<file path="config.mk">
export PLATFORM = sky130hd
export DESIGN_NAME = fetch_sequencer
export DESIGN_NICKNAME = d
export VERILOG_FILES = /design/src/rtl/cpu_pkg.sv /design/src/rtl/hazard_detect.sv /design/src/rtl/fetch_sequencer.sv
export SDC_FILE = /design/constraint.sdc
export NUM_CORES = 1
export LEC_CHECK = 0
export CAP_MARGIN = 20
export CORE_ASPECT_RATIO = 0.9
export CORE_MARGIN = 2
export CORE_UTILIZATION = 48
export DETAILED_ROUTE_END_ITERATION = 6
export PLACE_DENSITY = 0.84
export SYNTH_ARGS = -nofsm -noshare
export SYNTH_HDL_FRONTEND = slang
export SYNTH_SLANG_ARGS = --single-unit
</file>
<file path="constraint.sdc">
create_clock -name clk -period 2.6 [get_ports clk]
set_clock_uncertainty 0.2 [all_clocks]
set_input_delay 0.39 -clock clk [delete_from_list [all_inputs] [get_ports clk]]
set_output_delay 0.39 -clock clk [all_outputs]
set_load 0.02 [all_outputs]
</file>
<file path="src/rtl/cpu_pkg.sv">
// Shared front-end definitions: sequencer states, opcode values and opcode classification.
package cpu_pkg;

  typedef enum logic [1:0] {
    IDLE = 2'd0,
    RUN  = 2'd1,
    HOLD = 2'd2
  } state_t;

  localparam logic [7:0] OP_RTYPE = 8'h33;
  localparam logic [7:0] OP_ITYPE = 8'h03;
  localparam logic [7:0] OP_STYPE = 8'h23;
  localparam logic [7:0] OP_JTYPE = 8'h63;

  typedef enum logic [2:0] {
    CLS_NOP = 3'd0,
    CLS_R   = 3'd1,
    CLS_I   = 3'd2,
    CLS_S   = 3'd3,
    CLS_J   = 3'd4
  } op_class_t;

  function automatic op_class_t op_class(input logic [7:0] op);
    case (op)
      OP_RTYPE: op_class = CLS_R;
      OP_ITYPE: op_class = CLS_I;
      OP_STYPE: op_class = CLS_S;
      OP_JTYPE: op_class = CLS_J;
      default:  op_class = CLS_NOP;
    endcase
  endfunction

endpackage

</file>
<file path="src/rtl/hazard_detect.sv">
// Load-use hazard check between the ID-slot load and the instruction in IF.
// Purely combinational, zero latency; no flow control of its own.
module hazard_detect
  import cpu_pkg::*;
(
  input  logic       id_valid,
  input  logic [7:0] id_opcode,
  input  logic [4:0] id_wa,
  input  logic [7:0] if_opcode,
  input  logic [4:0] if_ra,
  input  logic [4:0] if_rb,
  output logic       hazard
);

  op_class_t if_cls;
  logic      uses_ra;
  logic      uses_rb;
  logic      id_is_load;

  always_comb begin
    if_cls     = op_class(if_opcode);
    uses_ra    = (if_cls != CLS_NOP);
    // Loads only read ra; rb is a real source for R, S and J forms.
    uses_rb    = (if_cls == CLS_R) || (if_cls == CLS_S) || (if_cls == CLS_J);
    id_is_load = (op_class(id_opcode) == CLS_I);
    hazard     = id_valid && id_is_load && (id_wa != 5'd0) &&
                 ((uses_ra && (if_ra == id_wa)) || (uses_rb && (if_rb == id_wa)));
  end

endmodule

</file>
<file path="src/rtl/fetch_sequencer.sv">
// Fetch front end: PC sequencing, ID slot, load-use bubble and branch redirect.
// pc/ID update one cycle after decision; run_en=0 freezes fetch, a taken branch still redirects.
module fetch_sequencer
  import cpu_pkg::*;
#(
  parameter int ADDR_BITS = 7
) (
  input  logic                 clk,
  input  logic                 reset,
  input  logic                 run_en,
  input  logic [7:0]           if_opcode,
  input  logic [4:0]           if_ra,
  input  logic [4:0]           if_rb,
  input  logic [4:0]           if_wa,
  input  logic                 br_taken,
  input  logic [ADDR_BITS-1:0] br_target,
  output logic [ADDR_BITS-1:0] pc,
  output logic                 if_valid,
  output logic                 id_valid,
  output logic                 stall,
  output logic                 flush,
  output logic [15:0]          stall_cnt
);

  localparam logic [ADDR_BITS-1:0] PC_ONE = ADDR_BITS'(1);

  state_t               state;
  state_t               state_nxt;
  logic [ADDR_BITS-1:0] pc_nxt;
  logic                 id_valid_nxt;
  logic [7:0]           id_opcode;
  logic [7:0]           id_opcode_nxt;
  logic [4:0]           id_wa;
  logic [4:0]           id_wa_nxt;
  logic [15:0]          stall_cnt_nxt;
  logic                 hazard;

  hazard_detect u_hazard (
    .id_valid  (id_valid),
    .id_opcode (id_opcode),
    .id_wa     (id_wa),
    .if_opcode (if_opcode),
    .if_ra     (if_ra),
    .if_rb     (if_rb),
    .hazard    (hazard)
  );

  always_ff @(posedge clk) begin
    if (!reset) state <= IDLE;
    else        state <= state_nxt;
  end

  always_comb begin
    state_nxt     = state;
    pc_nxt        = pc;
    id_valid_nxt  = id_valid;
    id_opcode_nxt = id_opcode;
    id_wa_nxt     = id_wa;
    stall_cnt_nxt = stall_cnt;

    // Status outputs are gated by reset so they read 0 while reset is held.
    if_valid = reset && (state == RUN);
    stall    = reset && (state == RUN) && hazard;
    flush    = reset && ((state == RUN) || (state == HOLD)) && br_taken;

    case (state)
      IDLE:      state_nxt = RUN;
      RUN, HOLD: state_nxt = run_en ? RUN : HOLD;
      default:   state_nxt = IDLE;
    endcase

    // Redirect wins over the load-use bubble and over a held front end.
    if (flush) begin
      pc_nxt       = br_target;
      id_valid_nxt = 1'b0;
    end else if (stall) begin
      id_valid_nxt = 1'b0;
      if (stall_cnt != 16'hFFFF) stall_cnt_nxt = stall_cnt + 16'd1;
    end else if ((state == RUN) && run_en) begin
      pc_nxt        = pc + PC_ONE;
      id_valid_nxt  = 1'b1;
      id_opcode_nxt = if_opcode;
      id_wa_nxt     = if_wa;
    end
  end

  always_ff @(posedge clk) begin
    if (!reset) begin
      pc        <= '0;
      id_valid  <= 1'b0;
      id_opcode <= 8'h00;
      id_wa     <= 5'd0;
      stall_cnt <= 16'd0;
    end else begin
      pc        <= pc_nxt;
      id_valid  <= id_valid_nxt;
      id_opcode <= id_opcode_nxt;
      id_wa     <= id_wa_nxt;
      stall_cnt <= stall_cnt_nxt;
    end
  end

endmodule

</file>
==> impl_metrics.toml <==
[status]
status = "complete, no violations"

[drt]
wl_per_cell_um = 14.39
vias = 2173
viasPerCell = 5.572
dr.pass1.iters = 4
drc = 0
antenna_left = 0
drt_wl_total_um = 5614
drtIter0Drc = 148

[timing]
rsz0062_at_grt = "true"
final-hold-violation-count = 0
setup_viol = 0
fin_crit_sh_pct = 98.93
tightest_slew_ns = 0.6182
hold_slack_ns = 0.2806
max_freq_ghz = 0.3888
slew_violations = 0
maxSlewHeadroom_pct = 58.78
finalSetupTns_ns = 0
min_period_ns = 2.572

[yosys]
netlist.area_leader.share_pct = 36.32
syn_nets = 289
synth_cells = 250
synth_area_um2 = 2150
async_reset_ff_share_pct = 0
ys.flop_type = "dfxtp_1"
yosys_warnings = 0
synth_area_leaders = "dfxtp_1, mux2i_1, nand2_1"
synth-seq-cells = 39
synth-edff-count = 0
ys_seq_area_share_pct = 36.32
synth_top_area_cell = "dfxtp_1"
synth.distinct_cells = 44
avgSynthCellArea_um2 = 8.598

[die]
die_y_um = 67.49
boundaryPins = 61
num_rows = 23
dieArea_um2 = 5030
fp.dieW_um = 74.54
start_util_pct = 49.14
core_um2 = 4374

[worst_hold_path]
hold_depth = 2
hp-start = "id_opcode[1]"
min_path_type = "reg -> reg"
hold_path_end = "id_opcode[1]"

[worst_setup_path]
worst_ep_required_time_ns = 2.63
r2r_end = "pc[6]"
critPathMaxStageDelay_ns = 0.55
cp_top_family = "simple AND/OR/NAND/NOR gates"
r2r_cells = 7
cpMaxStageDelayCell = "or4_1"
rrSetupSlack_ns = 0.03
crit_type = "reg -> reg"
crit_chain = "or4_1 > nor2_2 > and4bb_4 > o21a_4 > buf_4 > or4_1 > a31oi_1"
critPathArrivalTime_ns = 2.60
rr_startpoint = "id_wa[1]"
worst_path_most_repeated_cell = "or4_1"
cp_num_buf_inv = 1
end_kind = "flip-flop"
path_max_fanout = 6
start_kind = "flip-flop"

[clocking]
cts_sinks = 39
cts_buffers = 5
cts_root_buf = "clkbuf_8"
clockBufferDepth = 2
h-tree-depth = 2
cts_tree = "built"
clk-insertion-delay-late_ns = 0.29
clk_pin_slew_ns = 0.08

[global_route]
grt_pass1_vias = 2042
grt.overflow.total = 0
antenna_found_initial = 0
grt_max_degree = 68
grt.total_usage_pct = 22.99
grt_pass1_wl_um = 8997

[layout]
final_common_cell = "clkdlybuf4s50_1"
layout.nets = 366
layout_common_cells = "clkdlybuf4s50_1, nand2_1, dfxtp_1, mux2i_1, buf_4"
area_delta_synth_final_pct = 49.42
drive_above_1_share_pct = 15.55
final-instance-count-excl-fill = 390
postLayoutCellArea_um2 = 3212
num_antenna_cells = 0

[placement]
place_area_um2 = 2935
post-place-cells = 379
hpwl_um = 3867
portBuffers = 60
gp_congestion = 0.8226

[pwr]
power_leakage_nw = 1.194
peakVddDrop_mv = 0.2845
total_power_mw = 1.343
p_per_area_nw_per_um2 = 418.3

[flow_run]
cap_violations = 0
worst min-delay path: stages (launching register included):
cell,delay [ns]
dfxtp_1,0.32
nand2_1,0.05
mux2i_1,0.06
routing by layer:
metal / wire (um) / GRT usage (%) / share of wire, %
met1: 2437 / 29.42 / 43
met2: 2708 / 37.06 / 48
met3: 386 / 5.224 / 6.9
met4: 82 / 10.04 / 1.5
met5: 0 / 0 / 0
cells by family (layout without fill, tap and decap cells):
group / after synthesis / count (layout) / synth area share (%)
multiplexers: 17 / 17 / 7.916
flip-flops: 39 / 39 / 36.32
AO/OA/AOI/OAI: 50 / 51 / 17.35
AND/OR/NAND/NOR: 110 / 110 / 27.13
buffers and inverters: 18 / 95 / 3.899
XOR/XNOR: 11 / 11 / 4.482
adder cells (fa/ha/maj): 5 / 5 / 2.910
synth_stat cells (2+ instances only):
library cell	number
a2111oi_0	2
a31oi_1	5
and2_1	3
and3_1	2
buf_4	2
clkbuf_1	8
dfxtp_1	39
ha_1	5
inv_1	6
mux2i_1	17
nand2_1	38
nand2b_1	15
nand3_1	14
nand3b_1	2
nand4_1	7
nor2_1	9
nor3_1	2
o211ai_1	10
o21ai_0	8
o311ai_1	2
o31ai_1	12
o41ai_1	3
or3_1	3
or4_1	7
xnor2_1	8
xor2_1	3
sequential cells by signal, indices dropped and copies added, names as in the netlist:
register,flops
id_wa,5
id_valid,1
id_opcode,8
pc,7
stall_cnt,16
state,2
area by class of cell:
| cell class | instances | area, um2 |
|---|---|---|
| fillers | 323 | 1162 |
| multi-input cells | 194 | 1428 |
| clock inverters | 1 | 5.005 |
| flip-flops and latches | 39 | 784.5 |
| repair buffers | 81 | 818.3 |
| clock buffers | 7 | 76.32 |
| well taps | 62 | 77.57 |
| inverters | 6 | 22.52 |
stage by stage:
stage	util [%]	setup WS, ns
final	73.43	0.02779
after CTS	71.91	0.003646
after global placement	67.11	-0.7000
after floorplan	-	0.1015
after detailed placement	67.11	-0.8959
after global routing	73.43	-0.04221
power breakdown:
part / total, mW / internal [mW] / switching (mW)
registers: 0.654 / 0.625 / 0.0293
clock network: 0.402 / 0.189 / 0.214
logic: 0.287 / 0.152 / 0.134
total: 1.34 / 0.966 / 0.377
timing repair:
action                     4_1_cts  5_1_grt
cloned                           2        0
hold buffers                     0        0
setup buffers                    0        1
setup endpoints to repair       37       37
pin swaps                        8       13
resized for setup               30       17
worst max path at each step:
stage	from	endpoint	slack, ns	cells after the start
floorplan	if_rb[1]	stall	0.10	4
global route	id_wa[1]	pc[6]	-0.04	7
global placement	if_opcode[1]	stall	-0.70	5
finish	id_wa[1]	pc[6]	0.03	7
CTS	if_ra[4]	stall	0.004	7
detailed placement	if_opcode[1]	stall	-0.90	5
No activity file was read; power rests on OpenSTA's default activity.
